### config.mk
export PLATFORM = sky130hd
export DESIGN_NAME = sprite_addr_gen
export DESIGN_NICKNAME = d
export VERILOG_FILES = /design/src/rtl/sprite_addr_gen.sv
export SDC_FILE = /design/constraint.sdc
export NUM_CORES = 1
export LEC_CHECK = 0
export CAP_MARGIN = 20
export CORE_ASPECT_RATIO = 2
export CORE_MARGIN = 5
export CORE_UTILIZATION = 50
export DETAILED_ROUTE_END_ITERATION = 10
export PLACE_DENSITY = 0.85
export SYNTH_ARGS = -nofsm -noshare
export SYNTH_HDL_FRONTEND = slang
export SYNTH_SLANG_ARGS = --single-unit
### constraint.sdc
create_clock -name pixel_clk_in -period 4.1 [get_ports pixel_clk_in]
set_input_delay 1.23 -clock pixel_clk_in [delete_from_list [all_inputs] [get_ports pixel_clk_in]]
set_output_delay 1.23 -clock pixel_clk_in [all_outputs]
set_load 0.02 [all_outputs]
### src/rtl/sprite_addr_gen.sv
`default_nettype none
// ============================================================================
// sprite_addr_gen : raster position -> shared sprite-image ROM address,
//                   fixed-priority over NUM_SPRITES instances, 2-cycle latency.
// Optional macro SPRITE_HFLIP_EN adds per-sprite horizontal mirroring.
// Revision: 1.0
// ============================================================================
module sprite_addr_gen #(
  parameter int WIDTH       = 73,
  parameter int HEIGHT      = 9,
  parameter int SCALE_LOG2  = 2,
  parameter int NUM_SPRITES = 4,
  localparam int ADDR_W     = $clog2(WIDTH * HEIGHT),
  localparam int ID_W       = (NUM_SPRITES > 1) ? $clog2(NUM_SPRITES) : 1
) (
  input  logic                      pixel_clk_in,
  input  logic                      rst_in,
  input  logic [10:0]               hcount_in,
  input  logic [9:0]                vcount_in,
  input  logic                      frame_start_in,
  input  logic [11*NUM_SPRITES-1:0] pos_x_in,
  input  logic [10*NUM_SPRITES-1:0] pos_y_in,
  input  logic [NUM_SPRITES-1:0]    enable_in,
`ifdef SPRITE_HFLIP_EN
  input  logic [NUM_SPRITES-1:0]    hflip_in,
`endif
  output logic [ADDR_W-1:0]         image_addr,
  output logic                      in_sprite,
  output logic [ID_W-1:0]           sprite_id
);

  localparam int SX_W = (WIDTH > 1) ? $clog2(WIDTH) : 1;
  localparam int SY_W = (HEIGHT > 1) ? $clog2(HEIGHT) : 1;
  localparam logic [11:0]     X_LIM  = 12'(WIDTH << SCALE_LOG2);
  localparam logic [11:0]     Y_LIM  = 12'(HEIGHT << SCALE_LOG2);
  localparam logic [SX_W-1:0] SX_MAX = SX_W'(WIDTH - 1);

  // Frame-stable shadow copies of the per-sprite configuration
  logic [11*NUM_SPRITES-1:0] pos_x_q;
  logic [10*NUM_SPRITES-1:0] pos_y_q;
  logic [NUM_SPRITES-1:0]    en_q;
  logic [NUM_SPRITES-1:0]    flip_en;

  always_ff @(posedge pixel_clk_in) begin
    if (rst_in) begin
      pos_x_q <= '0;
      pos_y_q <= '0;
      en_q    <= '0;
    end else if (frame_start_in) begin
      pos_x_q <= pos_x_in;
      pos_y_q <= pos_y_in;
      en_q    <= enable_in;
    end
  end

`ifdef SPRITE_HFLIP_EN
  logic [NUM_SPRITES-1:0] flip_q;

  always_ff @(posedge pixel_clk_in) begin
    if (rst_in) begin
      flip_q <= '0;
    end else if (frame_start_in) begin
      flip_q <= hflip_in;
    end
  end

  assign flip_en = flip_q;
`else
  assign flip_en = '0;
`endif

  // Per-sprite offsets; a raster left of / above a sprite wraps to a large value
  logic [11:0]            dx [NUM_SPRITES];
  logic [11:0]            dy [NUM_SPRITES];
  logic [NUM_SPRITES-1:0] hit;

  for (genvar g = 0; g < NUM_SPRITES; g++) begin : g_sprite
    assign dx[g]  = {1'b0, hcount_in} - {1'b0, pos_x_q[11*g +: 11]};
    assign dy[g]  = {2'b0, vcount_in} - {2'b0, pos_y_q[10*g +: 10]};
    assign hit[g] = en_q[g] && (dx[g] < X_LIM) && (dy[g] < Y_LIM);
  end

  logic            found;
  logic            any_d;
  logic [ID_W-1:0] id_d;
  logic [SX_W-1:0] sx_d;
  logic [SY_W-1:0] sy_d;

  always_comb begin
    found = 1'b0;
    id_d  = '0;
    sx_d  = '0;
    sy_d  = '0;
    any_d = |hit;
    for (int i = 0; i < NUM_SPRITES; i++) begin
      if (!found && hit[i]) begin
        found = 1'b1;
        id_d  = ID_W'(i);
        sx_d  = SX_W'(dx[i] >> SCALE_LOG2);
        sy_d  = SY_W'(dy[i] >> SCALE_LOG2);
        if (flip_en[i]) begin
          sx_d = SX_MAX - sx_d;
        end
      end
    end
  end

  logic            any_q;
  logic [ID_W-1:0] id1_q;
  logic [SX_W-1:0] sx_q;
  logic [SY_W-1:0] sy_q;

  always_ff @(posedge pixel_clk_in) begin
    if (rst_in) begin
      any_q <= 1'b0;
      id1_q <= '0;
      sx_q  <= '0;
      sy_q  <= '0;
    end else begin
      any_q <= any_d;
      id1_q <= id_d;
      sx_q  <= sx_d;
      sy_q  <= sy_d;
    end
  end

  // Stage-1 coordinates are already zero on a miss, so the address follows
  logic [ADDR_W-1:0] addr_d;
  logic [ADDR_W-1:0] addr_q;
  logic              in_q;
  logic [ID_W-1:0]   id2_q;

  assign addr_d = ADDR_W'(32'(sy_q) * 32'(WIDTH) + 32'(sx_q));

  always_ff @(posedge pixel_clk_in) begin
    if (rst_in) begin
      addr_q <= '0;
      in_q   <= 1'b0;
      id2_q  <= '0;
    end else begin
      addr_q <= addr_d;
      in_q   <= any_q;
      id2_q  <= id1_q;
    end
  end

  assign image_addr = addr_q;
  assign in_sprite  = in_q;
  assign sprite_id  = id2_q;

endmodule
`default_nettype wire

==> results_dict.tcl, run 1 <==
set metrics [dict create \
    run_status "finished clean" \
    worst_clock_skew_ps 9.717 \
    netlist_instances 1043 \
    timing.final.hold_violations 0 \
    remaining_global_route_overflow 0 \
    synth.ff_latch_count 115 \
    cts_made_buffers 17 \
    synth-seq-area-share_pct 26.49 \
    max_slew.worst_pin.slew_ps 640.7 \
    clk_transition_reported_paths_ps 60 \
    globalplace.congestion 0.9611 \
    yosys_most_used_dff "sky130_fd_sc_hd__dfxtp_1" \
    worst_setup_path_end_kind "flip-flop" \
    wire_length_of_the_first_global_routing_pass_um 42580 \
    wl_per_cell_um 17.85 \
    asyncSetResetFlopFracSynth_pct 0 \
    yosys.area.top_type "sky130_fd_sc_hd__dfxtp_1" \
    drt_drc_violations_left 0 \
    cts.path.max_buffers 2 \
    number_of_buffers_added_to_fix_hold_violations_after_cts 0 \
    p_per_area_nw_per_um2 332.3 \
    timing.final.max_slew_violations 0 \
    syn_area_um2 8690 \
    synthesis.nets 1249 \
    power.ir.vdd_worst_mv 0.2696 \
    antenna_violating_nets_post_route 0 \
    r2r_cells 12 \
    cts.htree.levels 4 \
    critical_path.reg2reg.endpoint "sx_q[5]" \
    drt-pass1-iter-count 4 \
    die_w_um 103.2 \
    place_area_um2 11370 \
    cts_root_buffer "sky130_fd_sc_hd__clkbuf_16" \
    hold_class "reg2reg" \
    worst_setup_path_startpoint "vcount_in[2]" \
    timing.critical_path.arrival_ps 4430 \
    antenna_found_initial 1 \
    critical_path_class "in2reg" \
    synth_cell_types 77 \
    finish.instance_area_um2 12210 \
    path_max_fanout 6 \
    areaGrowthSynthToFinish_pct 40.56 \
    gr-usage-all-layers_pct 27.15 \
    synth_edf_count 0 \
    maxCapViolCount 0 \
    stdcell_count 1551 \
    worst_setup_path_endpoint "sx_q[0]" \
    fin_crit_ps 4078 \
    tns_ps 0 \
    total_power_w 0.004058 \
    instance_count_after_placement_with_tap_cells_included 1513 \
    setup_violations 0 \
    fillerInstances 1289 \
    reg2reg_launch_point "pos_x_q[16]" \
    worst-endpoint-required_ps 4450 \
    start_util_pct 50.56 \
    max-slew-margin-rel_pct 57.29 \
    leakage_nw 5.469 \
    setup_repair_after_global_routing_missed_its_margin "true" \
    detailedRoute.firstIterationViolations 331 \
    post_detailed_routing_wire_length_um 27680 \
    vias_in_the_first_global_route 8946 \
    floorplan.io_pins 125 \
    yosysWarningCount 0 \
    cp_startpoint_kind "input pin" \
    fp-row-count 68 \
    floorplan.die_area_um2 20280 \
    fmax_ghz 0.2452 \
    clkSinkCount 115 \
    synthTopCellsByArea "sky130_fd_sc_hd__dfxtp_1 (26%), sky130_fd_sc_hd__ha_1 (13%), sky130_fd_sc_hd__mux2i_1 (11%)" \
    die_outline_height_um 196.4 \
    r2r_setup_slack_ps 840 \
    worstSkewPairLatency_ps 420 \
    dr_total_vias 8746 \
    dp.final_hpwl_um 21780 \
    syn_avg_cell_area_um2 8.331 \
    post_route_cells_drive_above_1_share_pct 19.93 \
    tritoncts "yes" \
    synthDominantCellAreaShare_pct 26.49 \
    placement.io_buffers 124 \
    core-area_um2 17190 \
    finish.utilization_pct 71.07 \
    via_per_inst 5.639 \
    fin_nets 1534 \
    timing.final.crit_share_pct 99.46 \
    maximum_number_of_pins_on_one_net_before_global_route_repair 63 \
]
==> what timing repair did <==
item / in CTS / in global routing
gates resized for setup: 18 / 31
setup endpoints to repair: 11 / 14
gates cloned: 0 / 1
endpoints found under the hold margin: 0 / 0
pin swaps: 1 / 6
setup buffers: 1 / 4
==> sequential cells by signal, indices dropped and copies added, names as in the netlist <==
register,cells
any_q,1
en_q,4
pos_x_q,44
pos_y_q,40
sprite_id,2
in_sprite,1
image_addr,10
sx_q,7
id1_q,2
sy_q,4
==> cell families (layout without fill, tap and decap cells) <==
| family | Yosys count | in the layout | share of synthesized area, % |
|---|---|---|---|
| xor gates and xnor gates | 52 | 52 | 5.241 |
| buffers and inverters | 142 | 439 | 6.278 |
| and+or+nand+nor | 330 | 330 | 19.11 |
| DFF | 115 | 115 | 26.49 |
| muxes | 99 | 99 | 11.46 |
| AOI/OAI and AO/OA | 211 | 211 | 17.71 |
| adders and majority gates | 94 | 94 | 13.71 |
| other | 0 | 1 | 0 |
==> per-layer routing <==
layer / share of wire (%) / wire length, µm / vias to the layer above / global-route usage (%)
li1: - / - / 4289 / -
met1: 33 / 9034 / 4054 / 24.85
met2: 53 / 14690 / 273 / 49.77
met3: 4.4 / 1225 / 130 / 3.826
met4: 9.9 / 2730 / 0 / 23.25
met5: 0 / 0 / - / 0
==> metrics by stage <==
step / hold WS (ps) / setup slack, ps
floorplan: 413.8 / 239.7
global placement: 431.4 / -606.3
detailed placement: 426.6 / -637.2
CTS: 437.2 / 12.36
global route: 466.8 / -69.04
finish: 438.2 / 21.98
==> area by class of cell <==
cell class                 instances  area (µm²)  area share, %
multi-input combinational        786        6018          49.27
timing repair buffer             308        2636          21.58
sequential                       115        2302          18.85
clock buffer                      21       460.4          3.770
inverter                         100       375.4          3.073
tap                              210       262.8          2.151
clock inverter                    10       156.4          1.280
antenna                            1       2.502        0.02049
==> where the power goes <==
part           switching [W]  total [W]  internal [W]
Sequential         0.0000303    0.00120       0.00117
Clock               0.000543    0.00158       0.00104
Combinational       0.000626    0.00127      0.000647
Total                0.00120    0.00406       0.00286
==> synthesized netlist by cell type (11+ instances only) <==
master                     instances
sky130_fd_sc_hd__nand2_1          48
sky130_fd_sc_hd__nor4_1           15
sky130_fd_sc_hd__nor2b_1          24
sky130_fd_sc_hd__a21o_1           14
sky130_fd_sc_hd__xnor2_1          35
sky130_fd_sc_hd__clkbuf_1         21
sky130_fd_sc_hd__nand2b_1         19
sky130_fd_sc_hd__ha_1             92
sky130_fd_sc_hd__dfxtp_1         115
sky130_fd_sc_hd__mux2i_1          95
sky130_fd_sc_hd__inv_1           100
sky130_fd_sc_hd__nand3_1          23
sky130_fd_sc_hd__nor2_1          126
sky130_fd_sc_hd__o21ai_0          26
sky130_fd_sc_hd__buf_1            11
sky130_fd_sc_hd__xor2_1           17
sky130_fd_sc_hd__a21oi_1          54
==> worst max-delay path: stages <==
cell	delay (ps)
sky130_fd_sc_hd__clkdlybuf4s50_1	460
sky130_fd_sc_hd__buf_4	180
sky130_fd_sc_hd__ha_1	340
sky130_fd_sc_hd__a21o_1	200
sky130_fd_sc_hd__a2111oi_1	500
sky130_fd_sc_hd__a211oi_2	120
sky130_fd_sc_hd__nand3b_1	180
sky130_fd_sc_hd__nand4_1	190
sky130_fd_sc_hd__a211oi_4	90
sky130_fd_sc_hd__or2_4	310
sky130_fd_sc_hd__or4_1	520
sky130_fd_sc_hd__a31oi_1	130
==> cells in the final DEF, fill, tap and decap left out, types with 5 or more instances in the layout <==
master	n
sky130_fd_sc_hd__a211oi_1	8
sky130_fd_sc_hd__a21o_1	13
sky130_fd_sc_hd__a21oi_1	50
sky130_fd_sc_hd__a21oi_2	6
sky130_fd_sc_hd__a221o_1	5
sky130_fd_sc_hd__a31oi_1	6
sky130_fd_sc_hd__and2_1	5
sky130_fd_sc_hd__and3_1	10
sky130_fd_sc_hd__buf_4	183
sky130_fd_sc_hd__clkbuf_16	17
sky130_fd_sc_hd__clkdlybuf4s50_1	114
sky130_fd_sc_hd__dfxtp_1	115
sky130_fd_sc_hd__ha_1	87
sky130_fd_sc_hd__inv_1	100
sky130_fd_sc_hd__mux2i_1	94
sky130_fd_sc_hd__nand2_1	48
sky130_fd_sc_hd__nand2b_1	18
sky130_fd_sc_hd__nand3_1	23
sky130_fd_sc_hd__nand3b_1	8
sky130_fd_sc_hd__nand4_1	6
sky130_fd_sc_hd__nor2_1	125
sky130_fd_sc_hd__nor2b_1	24
sky130_fd_sc_hd__nor3_1	10
sky130_fd_sc_hd__nor4_1	14
sky130_fd_sc_hd__o211ai_1	7
sky130_fd_sc_hd__o21a_1	9
sky130_fd_sc_hd__o21ai_0	24
sky130_fd_sc_hd__o21bai_1	7
sky130_fd_sc_hd__o31ai_1	8
sky130_fd_sc_hd__xnor2_1	35
sky130_fd_sc_hd__xor2_1	17
==> worst min path at each step <==
stage | startpoint | to | slack [ps] | cells after the start
6_report | id1_q[0] | sprite_id[0] | 440 | 1
3_5_place_dp | id1_q[0] | sprite_id[0] | 430 | 1
3_3_place_gp | any_q | in_sprite | 430 | 1
4_1_cts | id1_q[0] | sprite_id[0] | 440 | 1
2_1_floorplan | any_q | in_sprite | 410 | 1
5_1_grt | id1_q[0] | sprite_id[0] | 470 | 1
Note: power is estimated with default switching activity, not from simulation.
==> run 2, diff against run 1 <==
--- a/config.mk
+++ b/config.mk
@@ -7,5 +7,4 @@
 export LEC_CHECK = 0
 export CAP_MARGIN = 20
-export CORE_ASPECT_RATIO = 2
 export CORE_MARGIN = 5
 export CORE_UTILIZATION = 50
==> constraint.sdc (replaced) <==
create_clock -name pixel_clk_in -period 4.1 [get_ports pixel_clk_in]
set_input_delay 1.23 -clock pixel_clk_in [delete_from_list [all_inputs] [get_ports pixel_clk_in]]
set_output_delay 1.23 -clock pixel_clk_in [all_outputs]
set_load 0.005 [all_outputs]
==> run 2 against run 1 <==
Effect of this change:
- core utilization up 0.49 points
- combinational power rose by 4%
- critical path type unchanged
- sequential power about the same
- design area increased by 0.64%
- critical path depth unchanged
- critical endpoint unchanged
- global-route usage down 2.1 points
- sequential cell count unchanged
- the flow now finishes with violations (negative setup slack)
==> results_dict.tcl, run 2 (synthesis gave the netlist of run 1 again) <==
set metrics [dict create \
    run_status "finished with violations" \
    violations "negative setup slack" \
    worst-endpoint-required_ps 4450 \
    stdcell_count 1574 \
    cts_root_buffer "sky130_fd_sc_hd__clkbuf_16" \
    die_outline_height_um 141.8 \
    globalplace.congestion 0.9188 \
    worst_setup_path_end_kind "flip-flop" \
    instance_count_after_placement_with_tap_cells_included 1538 \
    worst_clock_skew_ps 3.873 \
    cts_made_buffers 17 \
    via_per_inst 5.607 \
    finish.utilization_pct 71.56 \
    cts.path.max_buffers 2 \
    antenna_found_initial 0 \
    clk_transition_reported_paths_ps 60 \
    floorplan.io_pins 125 \
    cp_startpoint_kind "input pin" \
    layout_commonest_cell "sky130_fd_sc_hd__buf_4" \
    detailedRoute.firstIterationViolations 613 \
    cts.htree.levels 4 \
    timing.final.crit_share_pct 100.4 \
    critical_path_class "in2reg" \
    max_flop_register "pos_x_q" \
    wl_per_cell_um 16.87 \
    remaining_global_route_overflow 0 \
    num_antenna_cells 0 \
    worst_hold_slack_ps 459.9 \
    die_w_um 141.8 \
    start_util_pct 50.59 \
    maxCapViolCount 0 \
    post_route_cells_drive_above_1_share_pct 20.83 \
    reg2reg_launch_point "pos_x_q[14]" \
    fmax_ghz 0.2429 \
    worst_setup_path_startpoint "hcount_in[3]" \
    vias_in_the_first_global_route 8679 \
    areaGrowthSynthToFinish_pct 41.45 \
    path_max_fanout 6 \
    layout.cells.most_common_list "sky130_fd_sc_hd__buf_4 (193), sky130_fd_sc_hd__nor2_1 (125), sky130_fd_sc_hd__dfxtp_1 (115), sky130_fd_sc_hd__clkdlybuf4s50_1 (115), sky130_fd_sc_hd__inv_1 (100)" \
    dp.final_hpwl_um 19700 \
    tns_ps -17.49 \
    dr_total_vias 8826 \
    drt_drc_violations_left 0 \
    hold_class "reg2reg" \
    floorplan.die_area_um2 20120 \
    leakage_nw 5.495 \
    fin_crit_ps 4117 \
    clkSinkCount 115 \
    gr-usage-all-layers_pct 25.08 \
    number_of_buffers_added_to_fix_hold_violations_after_cts 0 \
    maximum_number_of_pins_on_one_net_before_global_route_repair 89 \
    fp-row-count 48 \
    wire_length_of_the_first_global_routing_pass_um 41170 \
    worstSkewPairLatency_ps 420 \
    critical_path.reg2reg.endpoint "sx_q[0]" \
    setup_violations 1 \
    worst_setup_path_endpoint "sx_q[0]" \
    timing.critical_path.arrival_ps 4470 \
    power.ir.vdd_worst_mv 0.3165 \
    drt-pass1-iter-count 6 \
    tritoncts "yes" \
    antenna_violating_nets_post_route 0 \
    max_slew.worst_pin.slew_ps 810.4 \
    post_detailed_routing_wire_length_um 26550 \
    worst_slack_ps -17.49 \
    largest_reg_flops 44 \
    timing.final.hold_violations 0 \
    timing.final.max_slew_violations 0 \
    setup_repair_after_global_routing_missed_its_margin "true" \
    p_per_area_nw_per_um2 319.8 \
    max-slew-margin-rel_pct 45.98 \
    fin_nets 1542 \
    r2r_cells 12 \
    r2r_setup_slack_ps 900 \
    core-area_um2 17180 \
    placement.io_buffers 124 \
]
==> run 2: cell types whose count changed in the layout (fill, tap and decap cells not counted), moves of 3 or more <==
| cell | change |
|---|---|
| sky130_fd_sc_hd__buf_4 | +10 |
| sky130_fd_sc_hd__clkinvlp_4 | +4 |
| sky130_fd_sc_hd__a21oi_2 | -3 |
| sky130_fd_sc_hd__bufinv_16 | -3 |
| sky130_fd_sc_hd__clkinv_4 | +3 |
==> run 2: layout make-up <==
class,count,area (µm²)
clock buffers,17,425.4
clock inverters,15,135.1
fillers,1247,4885
inverters,100,375.4
multi-input cells,786,6072
flip-flops and latches,115,2302
well taps,225,281.5
repair buffers,316,2700
==> run 2: power by group <==
| group | switching, W | leakage [nW] | internal [W] | total, W |
|---|---|---|---|---|
| registers | 0.0000296 | 0.944 | 0.00117 | 0.00120 |
| logic | 0.000651 | 4.29 | 0.000668 | 0.00132 |
| clock network | 0.000578 | 0.262 | 0.000834 | 0.00141 |
| total | 0.00126 | 5.50 | 0.00267 | 0.00393 |
==> run 2: worst max-delay path, stage by stage <==
cell and delay (ps):
sky130_fd_sc_hd__clkdlybuf4s50_1 470, sky130_fd_sc_hd__ha_1 340, sky130_fd_sc_hd__nor4b_1 570, sky130_fd_sc_hd__a2111oi_4 70, sky130_fd_sc_hd__o311ai_2 140, sky130_fd_sc_hd__o311ai_0 230
sky130_fd_sc_hd__o21ai_1 210, sky130_fd_sc_hd__a2111oi_4 110, sky130_fd_sc_hd__buf_4 180, sky130_fd_sc_hd__or2_4 260, sky130_fd_sc_hd__or4_1 520, sky130_fd_sc_hd__a31oi_1 130
==> run 2: routing by layer <==
| metal | track usage [%] | routed length, µm | share of wire (%) | vias to the layer above |
|---|---|---|---|---|
| li1 | - | - | - | 4320 |
| met1 | 31.36 | 11280 | 42 | 4103 |
| met2 | 43.29 | 12660 | 48 | 319 |
| met3 | 5.123 | 1877 | 7.1 | 84 |
| met4 | 7.929 | 724 | 2.7 | 0 |
| met5 | 0 | 0 | 0 | - |
==> run 2: worst min path at each step <==
stage	startpoint	to	slack, ps	cells after the start
floorplan	any_q	in_sprite	410	1
global placement	id1_q[0]	sprite_id[0]	420	1
detailed placement	id1_q[1]	sprite_id[1]	450	1
CTS	id1_q[0]	sprite_id[0]	460	1
global route	id1_q[1]	sprite_id[1]	470	1
finish	id1_q[0]	sprite_id[0]	460	1
==> run 2: per-stage QoR <==
stage | power (W) | cell area (µm²) | setup WS, ps
CTS | 0.003875 | 12070 | 0.2824
global route | 0.004106 | 12290 | -125.3
floorplan | 0.001902 | 8690 | 239.7
global placement | 0.002411 | 11470 | -605.4
finish | 0.003931 | 12290 | -17.49
detailed placement | 0.002444 | 11470 | -683.5
==> run 2: timing repair <==
item	in CTS	in global routing
hold endpoints to repair	0	0
endpoints found under the setup margin	12	14
cloned	0	0
gates resized for setup	9	43
pin swaps	2	5
setup buffers	2	2
